File: config.mk
export PLATFORM = sky130hd
export DESIGN_NAME = hazard_control
export DESIGN_NICKNAME = d
export VERILOG_FILES = /design/src/rtl/hazard_control.sv
export SDC_FILE = /design/constraint.sdc
export NUM_CORES = 1
export LEC_CHECK = 0
export ABC_AREA = 0
export CAP_MARGIN = 15
export CORE_AREA = 2 2 39 41
export CTS_CLUSTER_SIZE = 25
export DETAILED_ROUTE_END_ITERATION = 16
export DIE_AREA = 0 0 41 43
export PLACE_DENSITY = 0.74
export SLEW_MARGIN = 20
export SYNTH_ARGS = -nofsm -noshare
export SYNTH_HDL_FRONTEND = slang
export SYNTH_SLANG_ARGS = --single-unit
File: constraint.sdc
create_clock -name clk -period 1.1 [get_ports clk]
set_input_delay 0.165 -clock clk [delete_from_list [all_inputs] [get_ports clk]]
set_output_delay 0.165 -clock clk [all_outputs]
set_load 0.02 [all_outputs]
File: src/rtl/hazard_control.sv
// hazard_control: pipeline fill tracking plus stall/freeze/flush control for the 5-stage LEGv8 core.
// Define HAZARD_STATS_EN to add stall/freeze/flush event counters.
module hazard_control #(
  parameter int COUNTERSIZE = 3,
  parameter int REGADDRSIZE = 5,
  parameter logic [REGADDRSIZE-1:0] XZR = 5'd31
) (
  input  logic                   clk,
  input  logic                   reset,
  input  logic                   idex_memread,
  input  logic [REGADDRSIZE-1:0] idex_rd,
  input  logic [REGADDRSIZE-1:0] ifid_ra,
  input  logic [REGADDRSIZE-1:0] ifid_rb,
  input  logic                   branch_taken,
  input  logic                   mem_req,
  input  logic                   mem_ready,
  output logic [COUNTERSIZE-1:0] stage,
  output logic                   pcwrite,
  output logic                   ifid_write,
  output logic                   idex_write,
  output logic                   exmem_write,
  output logic                   memwb_write,
  output logic                   ifid_flush,
  output logic                   idex_flush,
  output logic                   exmem_flush
`ifdef HAZARD_STATS_EN
  ,
  output logic [31:0]            stall_cycles,
  output logic [31:0]            freeze_cycles,
  output logic [31:0]            flush_count
`endif
);
  typedef enum logic [1:0] {FILL = 2'd0, RUN = 2'd1, FREEZE = 2'd2} state_t;
  localparam logic [COUNTERSIZE-1:0] FULL = COUNTERSIZE'(4);
  state_t state, state_d;
  logic [COUNTERSIZE-1:0] stage_d;
  logic freeze, flush, loaduse;
  always_comb begin
    freeze = mem_req && !mem_ready;
    flush = branch_taken && !freeze;
    loaduse = !freeze && !flush && stage >= COUNTERSIZE'(2) && idex_memread && idex_rd != XZR &&
              (idex_rd == ifid_ra || idex_rd == ifid_rb);
    stage_d = freeze ? stage : flush ? '0 : stage == FULL ? FULL : stage + COUNTERSIZE'(1);
    state_d = freeze ? FREEZE :
              state == FILL ? (stage_d == FULL ? RUN : FILL) :
              state == RUN ? (flush ? FILL : RUN) :
              (!flush && stage == FULL ? RUN : FILL);
    pcwrite = !reset && !freeze && !loaduse;
    ifid_write = !reset && !freeze && !loaduse;
    idex_write = !reset && !freeze;
    exmem_write = !reset && !freeze;
    memwb_write = !reset && !freeze;
    ifid_flush = reset || flush;
    idex_flush = reset || flush || loaduse;
    exmem_flush = reset || flush;
  end
  always_ff @(posedge clk or posedge reset) begin
    if (reset) begin
      stage <= '0;
      state <= FILL;
    end else begin
      stage <= stage_d;
      state <= state_d;
    end
  end
`ifdef HAZARD_STATS_EN
  always_ff @(posedge clk or posedge reset) begin
    if (reset) begin
      stall_cycles <= '0;
      freeze_cycles <= '0;
      flush_count <= '0;
    end else begin
      stall_cycles <= stall_cycles + {31'd0, loaduse};
      freeze_cycles <= freeze_cycles + {31'd0, freeze};
      flush_count <= flush_count + {31'd0, flush};
    end
  end
`endif
endmodule

Word-level counts from Yosys, hierarchy flattened

Index checks and enable logic that the tools add are counted.

Register bits after elaboration: 3
Input bits: 21

$add $sub $neg: 1
Order comparisons: 1
Eq/ne operators: 4
Mux-type cells: 2
Reductions and logical operators: 17

Operators by type and width:

| cell                | number |
|---|---|
| $eq 5x5->1          | 2 |
| $logic_and 1x1->1   | 9 |
| $mux 3              | 2 |
| $logic_not 1->1     | 5 |
| $ne 5x5->1 const B  | 1 |
| $add 3x1->3 const B | 1 |
| $eq 3x3->1 const B  | 1 |
| $ge 3x2->1 const B  | 1 |
| $logic_or 1x1->1    | 3 |

Depth between registers and ports, before layout

Depth after elaboration: 12
Mapped depth: 5
Depth with buffers taken out: 5

Least setup slack after synthesis

No wires, ideal clock.

Path type: register to output
Start: reg stage[1]
End: out pcwrite
Arrival time: 1.369 ns
Required time: 0.935 ns
Path slack: -0.434 ns
Cell stages (with the launch flop): 5
Path buffers: 1
Cells stage by stage: dfrtp_1 o21ai_0 nor4_2 a21boi_1 buf_4

Word-level cells in the longest chain between the ends: 7

Ends and longest elaborated chain:

| what                            | line | RTL |
|---|---|---|
| start, declared                 | 17   | `output logic [COUNTERSIZE-1:0] stage,` |
| start signal, assigned          | 62   | `stage <= stage_d;` |
| $ge 3x2->1                      | 41   | `loaduse = !freeze && !flush && stage >= COUNTERSIZE'(2) && idex_memread && idex_rd != XZR &&` |
| $logic_and 1x1->1 (4 in series) | 41   |  |
| $logic_not 1->1                 | -    |  |
| $logic_and 1x1->1               | -    |  |
| end, declared                   | 18   | `output logic pcwrite,` |

No other way between the ends.

Worst setup path in the final report

Start: reg stage[1]
End: out idex_flush

Word-level cells in the longest chain between the ends: 6

Ends and longest elaborated chain:

| what                            | line | RTL |
|---|---|---|
| $ge 3x2->1                      | 41   |  |
| $logic_and 1x1->1 (4 in series) | 41   |  |
| $logic_or 1x1->1                | 54   | `idex_flush = reset \|\| flush \|\| loaduse;` |
| end, declared                   | 24   | `output logic idex_flush,` |

No other way between the ends.

==> results.md <==
- Final worst-path setup slack: -0.247 ns
- Nature of the critical path startpoint: register
- First-pass GRT wire length: around 1800 µm
- Die footprint: 0.00176 mm²
- Fillers: 135
- DRC violations left: 0
- Transition time at the pin with the least slew margin: 0.251 ns
- Area added between synthesis and finish: 95.9%
- I/O pins: 32
- Last weighted congestion value of the routability-driven placer: 0.696
- Final #Nets: roughly 110
- Number of distinct library cell variants in the gate-level netlist after synthesis: 18
- Cell with the largest stage delay on the worst path: dfrtp_2
- Maximum net fanout on the critical path: 2
- Endpoints failing setup: 4
- Sequential element share of the synthesized area: 0.190
- Register containing the most flip-flops in the final layout: stage
- Period Utilization, post-route: 1.22
- Slew margin rel.: 0.832
- Final worst clock skew: approximately 0.00033 ns
- CTS HTree Levels: 1
- Tightest hold margin: between 0.08 and 0.09 ns
- Req. time, crit path: around 0.94 ns
- Cells along the critical path: o21ai_2 > nor4_4 > a21o_1 > buf_6
- Post-Route WL: 1140 µm
- Power density cells: a little over 900 mW/mm²
- Residual antenna-violating net count after detailed routing: 0
- Vias/cell: 4.52
- Violations in the final reports: setup timing
- Initial Util: 0.286
- Post-synthesis cell area: roughly 400 µm²
- Hold Vio Cnt, Final: 0
- Area of the placeable core: roughly 0.0014 mm²
- Worst setup path category: reg2out
- Maximum buffer depth of the clock tree: 2
- Starting DRT DRC Count: 2
- Leakage: around 0.00036 µW
- Row count: 14
- Largest vdd supply drop: around 0.56 mV
- Clock sink total: 3
- Most frequent cells in the layout: 13 x dlygate4sd2_1, 10 x xnor2_1, 10 x buf_4
- Most common cell after layout, fill and taps aside: dlygate4sd2_1
- Net Count, Synth: 72
- Synthesized area divided by synthesized cell count: 8.07 µm²
- Number of instances in the synthesized netlist: between 40 and 50
- Number of I/O port buffers: 31
- Hold_buf cts: 0
- Share of cells above drive strength 1: 0.455
- Timing-limited maximum frequency: about 740 MHz
- Total via count in the routed design: 470
- Path depth of the worst reg2reg path: 5
- Total gr overflow: 0
- Vias in the first global route: 476
- Total GRT Usage: 0.147
- RSZ-0062 raised after global routing: yes
- Number of detailed-routing iterations run before antenna repair: 2
- Number of storage elements in the synthesis netlist: 3
- Post-DR wirelength/cell: 11.0 µm
- Top Registers: stage x3
- Status: finished with violations
- Type of destination of the critical path: output pin
- Max-cap violation count: 0
- Largest register FFs: 3
- Endpoint arrival time on the critical path: about 1.2 ns
- Pin count of the biggest net entering global routing: 6
- Finished Core Util: 0.560
- DP Wirelength: 971 µm
- TritonCTS clock tree: built
- CTS clk-pin slew, worst paths: roughly 0.040 ns
- Worst hold path type: in2async
- Delay of the slowest cell on the worst path: approximately 0.40 ns
- Clock root buffer: clkbuf_4
- Num CTS Buffers: 3
- Vertical extent of the die: about 43 µm
- Warnings from Yosys: 0
- Clock latency on the worst-skew pair: 0.23 ns
- Antenna diode count: 0
- Launch instance of the worst register-to-register path: stage[1]
- Number of antenna violations at the first check in global routing: 0
- Crit path launch: stage[1]
- Total count of max-transition violations in the final report: 0
- Minimum clock period after layout: roughly 1.3 ns
- Die width: between 40 and 50 µm
-- path summary, 6_finish.rpt --
| check | end | slack (ns) |
|---|---|---|
| max | idex_flush | -0.25 |
| min | stage[0] | 0.09 |
| max reg2reg | stage[1] | -0.04 |
| min reg2reg | stage[0] | 0.68 |
| max in group asynchronous | stage[2] | 0.91 |
| min in group clk | stage[2] | 0.37 |
-- worst max-delay path, delay by kind of cell, from the launching register on --
kind	cells	cell delay [ns]
AND/OR/NAND/NOR	1	0.06
buffers and inverters	1	0.13
flip-flops	1	0.40
AO/OA/AOI/OAI	2	0.37
-- per-layer routing --
layer	wire length, µm	GRT usage
met1	383	0.138
met2	632	0.278
met3	123	0.0419
met4	0	0.0400
met5	0	0
-- per-stage QoR --
| step | power [µW] | instances | setup slack [ns] | TNS (ns) | cell area (µm²) |
|---|---|---|---|---|---|
| 6_report | 724 | 104 | -0.247 | -0.744 | 774 |
| 3_5_place_dp | 535 | 100 | -0.979 | -7.17 | 768 |
| 3_3_place_gp | 527 | 100 | -0.962 | -6.96 | 768 |
| 5_1_grt | 773 | 104 | -0.280 | -0.985 | 774 |
| 4_1_cts | 743 | 104 | -0.282 | -0.841 | 790 |
| 2_1_floorplan | 326 | 49 | -0.191 | -0.210 | 408 |
-- cells in the mapped netlist --
master | count | area (µm²)
nand2b_4 | 1 | 13.8
inv_1 | 3 | 11.3
nor2b_4 | 1 | 13.8
xnor2_1 | 10 | 87.6
a21boi_1 | 1 | 7.51
a21oi_1 | 2 | 10.0
nand2_1 | 7 | 26.3
o22ai_2 | 1 | 12.5
nor2_1 | 3 | 11.3
dfrtp_1 | 3 | 75.1
o21bai_1 | 1 | 7.51
o21ai_0 | 3 | 15.0
nand3_1 | 4 | 20.0
ha_1 | 2 | 25.0
a21o_1 | 1 | 7.51
buf_4 | 4 | 30.0
nor4_2 | 1 | 12.5
nand4b_1 | 1 | 8.76
-- layout make-up --
class                           instances  area (µm²)  area share
Sequential cell                         3        77.6       0.100
Timing Repair Buffer                   39         329       0.425
Tap cell                               16        20.0      0.0258
Clock buffer                            4        26.3      0.0339
Multi-Input combinational cell         39         308       0.397
Inverter                                3        13.8      0.0178
-- kinds of logic after synthesis --
family	share of synthesized area
compound gates	0.152
xor+xnor	0.222
fa+ha+maj	0.0633
buf+inv	0.104
flops	0.190
simple gates	0.269
-- what timing repair did --
item                                    CTS  global route
pin swaps                                17            12
resized for setup                        91            14
endpoints found under the setup margin   13            13
buffers inserted                          1             2
-- report_power, final --
| group | internal (µW) | total (µW) | leakage [µW] | switching [µW] |
|---|---|---|---|---|
| sequential | 130 | 141 | 0.0000365 | 11.5 |
| combinational | 200 | 387 | 0.000306 | 187 |
| clock | 136 | 196 | 0.0000150 | 59.5 |
No activity file was read; power rests on OpenSTA's default activity.
==> patch 1, RTL diff (same flow settings) <==
The parameter `COUNTERSIZE` goes from 3 to 6.
--- a/src/rtl/hazard_control.sv
+++ b/src/rtl/hazard_control.sv
@@ -2,5 +2,5 @@
 // Define HAZARD_STATS_EN to add stall/freeze/flush event counters.
 module hazard_control #(
-  parameter int COUNTERSIZE = 3,
+  parameter int COUNTERSIZE = 6,
   parameter int REGADDRSIZE = 5,
   parameter logic [REGADDRSIZE-1:0] XZR = 5'd31
Interface: changed (resized stage); port bits go from 32 to 35. The function was not compared with the original's and may differ.
==> patch 1 against the unedited design <==
- register-to-register slack worse by 650 ps
- synthesized area grew 45%
- critical endpoint is now ifid_write
- first-iteration DRC count grew to 6.5 times the old value
- final cell count is 29% higher
- worst setup slack got worse by 480 ps
- sequential cell count grew 3
- power up 69%
- the run still ends with setup timing left
- clock skew is 12 ps higher
- critical path type unchanged
- wire length rose by 100%
- cell area increased by 55%
- global-route usage rose by 11 points
==> patch 1: results (changes against the unedited design) <==
* Number of nets in the synthesized netlist at 91 (was 72)
* Cell types with the highest counts after synthesis: 10 x xnor2_1, 7 x nand2_1, 6 x dfrtp_1, 4 x buf_4, 4 x nand3_1 (was 10 x xnor2_1, 7 x nand2_1, 4 x buf_4, 4 x nand3_1)
* Detailed-router iteration count before antenna repair at 4 (was 2)
* Number of distinct library cell variants in the gate-level netlist after synthesis at 27 (was 18)
* First-pass GRT wire length at 2990 um (was 1780 um)
* Via count of the first global-routing pass at 720 (was 476)
* Port bufs at 34 (was 31)
* Cell types occupying the most area after synthesis: dfrtp_1 26%, xnor2_1 15%, ha_1 6.5% (was xnor2_1 22%, dfrtp_1 19%, buf_4 7.6%)
* Top Registers: stage (6) (was stage (3))
* Violations in the final reports: setup timing (unchanged)
* Number of cells produced by synthesis at 67 (was 49)
* Last weighted congestion value of the routability-driven placer at 0.778 (was 0.696)
* Status: finished with violations (unchanged)
* Placed Cells incl. Taps at 126 (was 100)
* Max stage delay on crit path at 430 ps (was 400 ps)
* WL final at 2300 um (was 1140 um)
* Setup slack after layout at -729 ps (was -247 ps)
* # fillers at 77 (was 135)
* Clock network latency to the later pin of the worst-skew pair at 260 ps (was 230 ps)
* Net total in the final layout at 143 (was 112)
* Share of cells above drive strength 1 at 47.5% (was 45.5%)
* Total routing usage reported by global routing at 26.0% (was 14.7%)
* Via-to-Cell Ratio at 5.49 (was 4.52)
* Detailed router's first-iteration violation count at 13 (was 2)
* Crit path DAT at 1660 ps (was 1180 ps)
* Register area share after synthesis at 26.1% (was 19.0%)
* Slew of the pin with the lowest slew margin at 324 ps (was 251 ps)
* Largest net degree at the start of global routing at 9 (was 6)
* Final setup violation count at 11 (was 4)
* Clock skew at 12.5 ps (was 0.334 ps)
* Dpl hpwl at 1540 um (was 971 um)
* Max VDD drop at 591 uV (was 565 uV)
* Placement Cell Area at 1050 um^2 (was 768 um^2)
* Worst r2r path cells at 8 (was 5)
[patch 1: timing repair]
item,4_1_cts,5_1_grt
gates resized for setup,101,17
endpoints found under the setup margin,20,18
pin swaps,7,4
setup buffers,4,2
[patch 1: tightest hold or removal path, stage by stage]
cell and delay (ps):
dlygate4sd2_1 320, inv_1 130, buf_4 170
[patch 1: cells by family after synthesis]
| kind of cell | Yosys count | synth area share, % |
|---|---|---|
| AO/OA/AOI/OAI | 15 | 17.6 |
| XOR/XNOR | 10 | 15.2 |
| adder cells (fa/ha/maj) | 3 | 6.54 |
| buffers and inverters | 8 | 9.15 |
| flip-flops | 6 | 26.1 |
| multiplexers | 1 | 1.96 |
| AND/OR/NAND/NOR | 24 | 23.3 |
[patch 1: cell type report]
type	instances	share of cell area, %
inverters	3	1.14
flip-flops and latches	6	12.8
repair buffers	52	42.7
well taps	16	1.66
multi-input cells	53	39.5
clock buffers	4	2.18
[patch 1: stage by stage]
stage               power (mW)  utilization [%]  setup WS [ps]  hold slack (ps)
global placement         0.822             75.9          -1050              569
floorplan                0.577                -           -649            -36.1
CTS                       1.13             82.5           -716              142
finish                    1.22             87.0           -729              185
detailed placement       0.840             75.9          -1070              574
global route              1.27             87.0           -785              215
[patch 1: power by group]
group / internal (mW) / switching, mW / total (mW)
Sequential: 0.248 / 0.0267 / 0.275
Clock: 0.139 / 0.104 / 0.243
Combinational: 0.379 / 0.325 / 0.704
[patch 1: final timing paths]
check,from,to
setup reg to reg,stage[1],stage[3]
min in group clk,mem_ready,stage[1]
setup / recovery,stage[1],ifid_write
hold reg to reg,stage[5],stage[5]
hold / removal,reset,stage[0]
max in group asynchronous,reset,stage[4]
[patch 1: routing by layer]
metal	track usage (%)	up-vias	routed length [um]
li1	-	339	-
met1	23.9	356	779
met2	50.0	33	1350
met3	7.85	8	90
met4	6.00	0	80
met5	0	-	0
==> patch 2, RTL diff (same settings) <==
Without the edit above. Set the parameter `XZR` to 5'd16 (it was 5'd31).
--- a/src/rtl/hazard_control.sv
+++ b/src/rtl/hazard_control.sv
@@ -4,5 +4,5 @@
   parameter int COUNTERSIZE = 3,
   parameter int REGADDRSIZE = 5,
-  parameter logic [REGADDRSIZE-1:0] XZR = 5'd31
+  parameter logic [REGADDRSIZE-1:0] XZR = 5'd16
 ) (
   input  logic                   clk,
Formal check against the unedited RTL: not equivalent (Yosys sat finds a counterexample within 4 cycles, from zero or initial values and one cycle with reset high).
==> patch 2 against the unedited design <==
- sequential cell count did not move
- the run still ends with setup timing left
- highest routed layer is now met4
- synthesized area is 0.63% lower
- final cell count up 1.9%
- cell area increased by 18%
- utilization is 10 points higher
- wire length increased by 14%
- hold slack improved by 14 ps
- power up 21%
- worst setup slack got worse by 350 ps
==> patch 2: results (changes against the unedited design) <==
* Largest net degree at the start of global routing at 6 (unchanged)
* Reg-to-reg endpoint: stage[0] (was stage[1])
* Total routing usage reported by global routing at 17.9% (was 14.7%)
* Uppermost routed layer: met4 (was met3)
* Max stage delay on crit path at 440 ps (was 400 ps)
* Reg clk slew, reported paths at 40 ps (about the same)
* Dpl ws at -1060 ps (was -979 ps)
* Net total in the final layout at 115 (was 112)
* Crit Reg-Reg Startpoint: stage[1] (unchanged)
* Via count of the first global-routing pass at 458 (was 476)
* Worst r2r path cells at 7 (was 5)
* Post-route worst hold slack at 103 ps (was 88.5 ps)
* Met1 GRT Util at 22.7% (was 13.8%)
* Routing usage on met3 at 6.28% (was 4.19%)
* Cell types occupying the most area after synthesis: xnor2_1 22%, dfrtp_1 19%, ha_1 9.6% (was xnor2_1 22%, dfrtp_1 19%, buf_4 7.6%)
* Slew margin rel. at 83.5% (was 83.2%)
* Status: finished with violations (unchanged)
* Total negative setup slack at -2780 ps (was -744 ps)
* First-pass GRT wire length at 2030 um (was 1780 um)
* Final setup violation count at 8 (was 4)
* Violations in the final reports: setup timing (unchanged)
* # fillers at 119 (was 135)
* Number of distinct library cell variants in the gate-level netlist after synthesis at 21 (was 18)
* Number of nets in the synthesized netlist at 71 (was 72)
* Fin cells at 106 (was 104)
* Crit path DAT at 1540 ps (was 1180 ps)
* Cell types with the highest counts after synthesis: 10 x xnor2_1, 6 x nand2_1, 4 x buf_4 (was 10 x xnor2_1, 7 x nand2_1, 4 x buf_4, 4 x nand3_1)
* Last weighted congestion value of the routability-driven placer at 0.800 (was 0.696)
* Reported leakage power at 0.386 nW (was 0.357 nW)
* Detailed router's first-iteration violation count at 7 (was 2)
* Placed Cells incl. Taps at 97 (was 100)
* Reg2Reg Setup Slack at -320 ps (was -40 ps)
* Critical-path maximum fanout at 3 (was 2)
* Placement Cell Area at 772 um^2 (was 768 um^2)
* Met2 WL post-DR at 676 um (was 632 um)
* Met3 wire len at 65 um (was 123 um)
* Dpl hpwl at 970 um (was 971 um)
* Setup slack after layout at -602 ps (was -247 ps)
* Sum of routed wire segments on met1 at 553 um (was 383 um)
* Total via count in the routed design at 472 (was 470)
* GRT met2 Usage at 24.4% (was 27.8%)
* Max VDD drop at 669 uV (was 565 uV)
* Share of cells above drive strength 1 at 47.8% (was 45.5%)
* Clock root buffer master: clkbuf_4 (unchanged)
* Register area share after synthesis at 19.1% (was 19.0%)
* WL final at 1300 um (was 1140 um)
-- patch 2: changes by cell type in the layout (fill, tap and decap cells not counted), moves of 3 or more --
cell / change
clkdlybuf4s50_1: +13
buf_6: +4
clkbuf_2: -3
ha_4: +3
dlygate4sd2_1: -9
-- patch 2: repair_timing --
item,in CTS,in global routing
pin swaps,4,4
setup endpoints to repair,14,12
gates resized for setup,74,19
buffers inserted,3,2
-- patch 2: worst max-delay path by stage --
| stage | start | to | slack, ps | cells past startpoint |
|---|---|---|---|---|
| final | stage[1] | ifid_write | -600 | 5 |
| after global placement | idex_rd[0] | idex_flush | -1050 | 6 |
| after global routing | stage[1] | ifid_write | -680 | 5 |
| after detailed placement | idex_rd[0] | idex_flush | -1060 | 6 |
| after floorplan | stage[0] | pcwrite | -630 | 6 |
| after CTS | stage[0] | ifid_write | -600 | 6 |
-- patch 2: tightest hold or removal path: cells and delay by family --
kind / cells / cell delay (ps)
buffers and inverters: 3 / 500
-- patch 2: where the power goes --
group | internal [mW] | total, mW | switching (mW) | leakage, nW
clock | 0.136 | 0.202 | 0.0655 | 0.0150
sequential | 0.130 | 0.152 | 0.0222 | 0.0368
combinational | 0.297 | 0.519 | 0.222 | 0.334
total | 0.563 | 0.873 | 0.310 | 0.386
-- patch 2: logic make-up after synthesis --
logic type	after synthesis	share of synthesized area (%)
buffers and inverters	7	10.5
AND/OR/NAND/NOR	15	22.6
flip-flops	3	19.1
AO/OA/AOI/OAI	9	15.9
XOR/XNOR	10	22.3
adder cells (fa/ha/maj)	3	9.56
-- patch 2: layout make-up --
class                   instances  area [um^2]  area share, %
repair buffers                 43          410           44.9
multi-input cells              37          365           40.0
flip-flops and latches          3         77.6           8.49
clock buffers                   4         26.3           2.88
well taps                      16         20.0           2.19
inverters                       3         13.8           1.51
